### config.mk
export PLATFORM = sky130hd
export DESIGN_NAME = opcode_fetch_seq
export DESIGN_NICKNAME = d
export VERILOG_FILES = /design/src/rtl/opcode_fetch_seq.sv
export SDC_FILE = /design/constraint.sdc
export NUM_CORES = 1
export LEC_CHECK = 0
export CAP_MARGIN = 20
export CELL_PAD_IN_SITES_DETAIL_PLACEMENT = 0
export CELL_PAD_IN_SITES_GLOBAL_PLACEMENT = 1
export CORE_ASPECT_RATIO = 1.1
export CORE_MARGIN = 2
export CORE_UTILIZATION = 30
export CTS_BUF_LIST = sky130_fd_sc_hd__clkbuf_4
export CTS_CLUSTER_SIZE = 25
export DETAILED_ROUTE_END_ITERATION = 8
export GPL_TIMING_DRIVEN = 0
export MAX_ROUTING_LAYER = met4
export PLACE_DENSITY_LB_ADDON = 0.2
export RECOVER_POWER = 50
export REMOVE_ABC_BUFFERS = 1
export SYNTH_ARGS = -nofsm -noshare
export SYNTH_HDL_FRONTEND = slang
export SYNTH_SLANG_ARGS = --single-unit
### constraint.sdc
create_clock -name clk -period 2.4 [get_ports clk]
set_clock_uncertainty 0.05 [all_clocks]
set_input_delay 0.6 -clock clk [delete_from_list [all_inputs] [get_ports clk]]
set_output_delay 0.6 -clock clk [all_outputs]
set_load 0.01 [all_outputs]
### src/rtl/opcode_fetch_seq.sv
// Instruction fetch sequencer: owns the PC, resolves the 0xCB prefix, collects immediates and
// hands a complete instruction bundle to execute. Define ILLEGAL_OP_TRAP_EN for the illegal-opcode trap.
module opcode_fetch_seq #(
  parameter logic [15:0] RESET_PC = 16'h0000
) (
  input  logic        clk,
  input  logic        rst,
  output logic [15:0] mem_addr,
  output logic        mem_rd,
  input  logic        mem_ready,
  input  logic [7:0]  mem_data,
  output logic        op_valid,
  input  logic        op_ready,
  output logic [7:0]  opcode,
  output logic        cb_prefix,
  output logic [15:0] imm,
  output logic [15:0] op_pc,
  input  logic        jump_valid,
  input  logic [15:0] jump_addr,
  output logic        illegal
);

  typedef enum logic [2:0] {
    FETCH_OP,
    FETCH_CB,
    FETCH_LO,
    FETCH_HI,
    PRESENT
`ifdef ILLEGAL_OP_TRAP_EN
    , TRAP
`endif
  } state_t;

  state_t      state_reg, state_next;
  logic [15:0] pc_reg, pc_next;
  logic [7:0]  opcode_reg, opcode_next;
  logic        cb_reg, cb_next;
  logic [15:0] imm_reg, imm_next;
  logic [15:0] op_pc_reg, op_pc_next;
  logic        fetching;

  // Total instruction length in bytes for a non-CB first byte.
  function automatic logic [1:0] op_len(input logic [7:0] b);
    logic [1:0] len;
    case (b)
      8'h06, 8'h0E, 8'h16, 8'h1E, 8'h26, 8'h2E, 8'h36, 8'h3E,
      8'h10, 8'h18, 8'h20, 8'h28, 8'h30, 8'h38,
      8'hC6, 8'hCE, 8'hD6, 8'hDE, 8'hE6, 8'hEE, 8'hF6, 8'hFE,
      8'hE0, 8'hF0, 8'hE8, 8'hF8:                              len = 2'd2;
      8'h01, 8'h11, 8'h21, 8'h31, 8'h08,
      8'hC2, 8'hC3, 8'hC4, 8'hCA, 8'hCC, 8'hCD,
      8'hD2, 8'hD4, 8'hDA, 8'hDC, 8'hEA, 8'hFA:                len = 2'd3;
      default:                                                 len = 2'd1;
    endcase
    return len;
  endfunction

`ifdef ILLEGAL_OP_TRAP_EN
  function automatic logic is_illegal(input logic [7:0] b);
    logic ill;
    case (b)
      8'hD3, 8'hDB, 8'hDD, 8'hE3, 8'hE4, 8'hEB,
      8'hEC, 8'hED, 8'hF4, 8'hFC, 8'hFD: ill = 1'b1;
      default:                           ill = 1'b0;
    endcase
    return ill;
  endfunction
`endif

  always_comb begin
    state_next  = state_reg;
    pc_next     = pc_reg;
    opcode_next = opcode_reg;
    cb_next     = cb_reg;
    imm_next    = imm_reg;
    op_pc_next  = op_pc_reg;
    // Redirect wins over any byte arriving in the same cycle.
    if (jump_valid) begin
      state_next = FETCH_OP;
      pc_next    = jump_addr;
    end else begin
      case (state_reg)
        FETCH_OP: if (mem_ready) begin
          pc_next     = pc_reg + 16'd1;
          op_pc_next  = pc_reg;
          opcode_next = mem_data;
          cb_next     = 1'b0;
          imm_next    = 16'h0000;
          if (mem_data == 8'hCB) state_next = FETCH_CB;
`ifdef ILLEGAL_OP_TRAP_EN
          else if (is_illegal(mem_data)) state_next = TRAP;
`endif
          else if (op_len(mem_data) != 2'd1) state_next = FETCH_LO;
          else state_next = PRESENT;
        end
        FETCH_CB: if (mem_ready) begin
          pc_next     = pc_reg + 16'd1;
          opcode_next = mem_data;
          cb_next     = 1'b1;
          state_next  = PRESENT;
        end
        FETCH_LO: if (mem_ready) begin
          pc_next       = pc_reg + 16'd1;
          imm_next[7:0] = mem_data;
          state_next    = (op_len(opcode_reg) == 2'd3) ? FETCH_HI : PRESENT;
        end
        FETCH_HI: if (mem_ready) begin
          pc_next        = pc_reg + 16'd1;
          imm_next[15:8] = mem_data;
          state_next     = PRESENT;
        end
        PRESENT: if (op_ready) state_next = FETCH_OP;
        default: ;
      endcase
    end
  end

  always_ff @(posedge clk) begin
    if (rst) begin
      state_reg  <= FETCH_OP;
      pc_reg     <= RESET_PC;
      opcode_reg <= 8'h00;
      cb_reg     <= 1'b0;
      imm_reg    <= 16'h0000;
      op_pc_reg  <= 16'h0000;
    end else begin
      state_reg  <= state_next;
      pc_reg     <= pc_next;
      opcode_reg <= opcode_next;
      cb_reg     <= cb_next;
      imm_reg    <= imm_next;
      op_pc_reg  <= op_pc_next;
    end
  end

  assign fetching  = (state_reg == FETCH_OP) || (state_reg == FETCH_CB) ||
                     (state_reg == FETCH_LO) || (state_reg == FETCH_HI);
  // No read request while reset is asserted, whatever the current state.
  assign mem_rd    = fetching && !rst;
  assign mem_addr  = pc_reg;
  assign op_valid  = (state_reg == PRESENT);
  assign opcode    = opcode_reg;
  assign cb_prefix = cb_reg;
  assign imm       = imm_reg;
  assign op_pc     = op_pc_reg;
`ifdef ILLEGAL_OP_TRAP_EN
  assign illegal   = (state_reg == TRAP);
`else
  assign illegal   = 1'b0;
`endif

endmodule

==> metrics.txt <==
placed cells ~540; drt first pass iters 5; fin cells 558; Slew Limit Fails 0; Period minus WS final 2.34 ns; Remaining DRCs 0; Worst VDD drop 0.000220 V; max-cap violations 0; fmax 427 MHz; clock sink count 60; gr usage total between 10% and 20%; sw frac 27.6%; Commonest cells post-synth nand2_1 (78), dfxtp_1 (60), a21oi_1 (53), nor2_1 (31), nand3_1 (23); Comb pwr share between 15 and 20%; total power draw 0.00209 W; Synth Area in XOR/XNOR around 5.2%; drt first-iter violations 73; area of the mapped netlist ~0.0028 mm^2; top cell type by total area after synthesis dfxtp_1; synth warn 0; share of layout cells above drive strength 1 6.80%; mux cell area share after synthesis under 10%; Die Y 106 um; WS Path Type in -> out; Crit Path Max Fanout 36; CTS root buf clkbuf_4; worst-skew pair later-pin latency 0.40 ns; Core Rows 37; Synth Area in Simple Gates a little under 30%; Hold Slack 0.402 ns; RSZ-0062 raised after global routing false; Area growth, synth to finish 36.4%; arrival time at the worst endpoint approximately 1.7 ns; Starting Density 30.6%; Worst Setup End Kind output port; #FFs+latches synth 60; RR Endpoint op_pc[15]; Post-DRT Antenna Nets 0; number of global-route vias before repair between 2,000 and 3,000; r2r startpoint state_reg[2]; CTS buffer count 9; Worst-Margin Slew around 0.86 ns; chip width ~97 um; Final Cycle Share 97.6%; Seq. cell area 0.00121 mm^2; top post-synthesis cells by area dfxtp_1 (42%), nand2_1 (10%), a21oi_1 (9.3%); worst endpoint required time roughly 1.8 ns; Tightest Hold Check Type reg -> reg; Seq/Total Area, Yosys 42.2%; final hold vios 0; CP startpoint kind primary input; Worst slew margin approximately 43%; final worst slack 0.0584 ns; Async S/R FF share, synth 0%; Inserted Diodes 0; count leader, synth nand2_1; post-DR vias/cell 4.91; core area 0.00931 mm^2; largest net degree at the start of global routing 38; worst hold start op_pc[10]; wire per inst roughly 14 um; Final Setup Violations 0; largest family of logic cells by synthesized area simple AND/OR/NAND/NOR gates; status finished clean; R2R cell count 5; Min-Delay Endpoint op_pc[10]; initial antenna violation count 0; synth unique cells 47; r2r setup slk 0.41 ns; Die Footprint around 0.010 mm^2; Final Core Density 41.7%; internal power approximately 0.0015 W; Filler Cells Inserted 990; I/O Buffers 87; Clk pwr share 33.1%; multi-input combinational cell area approximately 0.0015 mm^2; CTS tree done; DR vias 2,740; most used flip-flop cell after synthesis dfxtp_1; Post-Route WL 7880 um; final net count 468; estimated wirelength of the detail-placed design 5450 um; Max H-tree Level 3; worst-case clock buffer depth 2; first-pass GRT wire length roughly 13,000 um; EDFF count, synth 0; switching power between 0.0005 and 0.0006 W; Pleak approximately 1.5 nW; Syn Inst Count 368; part of the power in registers 51.3%; global route overflow 0; CTS clk-pin slew, worst paths 0.09 ns; Synth Area in Compound Gates between 10% and 20%; worst slack at placement -0.525 ns; pwr dens 538 mW/mm^2; adder-cell share of the synthesized area 0.439%; Top-Level Pins approximately 90; hold depth 2; final RePlAce weighted congestion around 0.79; post-CTS setup buffers 0; Mean Syn Cell Area between 7 and 8 um^2; Synth top area share between 40 and 50%
worst max-delay path: stages:
cell	delay, ns
buf_4	0.20
buf_12	0.21
nor2_1	0.12
clkdlybuf4s50_1	0.55
power by group through the flow:
stage,Sequential (W),Combinational (W),Clock [W]
floorplan,0.00110,0.000127,0
global placement,0.00110,0.000326,0
detailed placement,0.00110,0.000329,0
CTS,0.00107,0.000331,0.000716
global route,0.00108,0.000360,0.000750
finish,0.00107,0.000326,0.000691
what timing repair did:
action	in CTS	in global routing
hold buffers	0	0
pin swaps	0	0
gates cloned	0	0
setup endpoints to repair	4	18
gates resized for setup	5	6
cell families after synthesis:
| group | count (synthesis) |
|---|---|
| AND/OR/NAND/NOR | 174 |
| AO/OA/AOI/OAI | 74 |
| other | 1 |
| buffers and inverters | 37 |
| multiplexers | 4 |
| flip-flops | 60 |
| XOR/XNOR | 17 |
| adder cells (fa/ha/maj) | 1 |
metal layers:
layer / wire length (um) / part of all wire [%] / global-route usage (%) / vias to the layer above
li1: - / - / - / 1383
met5: 0 / 0 / - / -
met4: 121 / 1.5 / 5.73 / 0
met2: 3680 / 47 / 25.5 / 81
met1: 3700 / 47 / 19.5 / 1265
met3: 379 / 4.8 / 3.42 / 11
placed cells by master (no fill, tap or decap), types with 6 or more instances in the layout:
| master | synthesis | layout |
|---|---|---|
| a21oi_1 | 53 | 53 |
| clkbuf_4 | 0 | 11 |
| clkdlybuf4s50_1 | 0 | 51 |
| dfxtp_1 | 60 | 57 |
| dlygate4sd3_1 | 0 | 33 |
| inv_1 | 8 | 8 |
| nand2_1 | 78 | 78 |
| nand3_1 | 23 | 23 |
| nor2_1 | 31 | 30 |
| nor3_1 | 6 | 6 |
| xor2_1 | 12 | 12 |
how the worst max path moves through the flow:
| stage | start | to | slack [ns] | cells after the start |
|---|---|---|---|---|
| finish | rst | mem_rd | 0.06 | 4 |
| global route | rst | mem_rd | 0.01 | 4 |
| CTS | mem_ready | op_pc[15] | 0.001 | 6 |
| detailed placement | mem_ready | mem_addr[15] | -0.53 | 7 |
| global placement | rst | mem_rd | -1.66 | 3 |
| floorplan | mem_ready | mem_addr[15] | 0.34 | 6 |
stage by stage:
| stage | setup TNS (ns) | cell area, um^2 |
|---|---|---|
| 2_1_floorplan | 0 | 2700 |
| 3_3_place_gp | -57.66 | 3720 |
| 3_5_place_dp | -11.78 | 3730 |
| 4_1_cts | 0 | 3860 |
| 5_1_grt | 0 | 3880 |
| 6_report | 0 | 3880 |
final cells by class:
type / instances / area share [%]
multi-input combinational: 271 / 38.4
sequential: 60 / 31.1
timing repair buffer: 88 / 22.8
tap: 117 / 3.77
clock buffer: 11 / 2.13
clock inverter: 3 / 1.03
inverter: 8 / 0.773
Power figures use the tool's default switching activity.
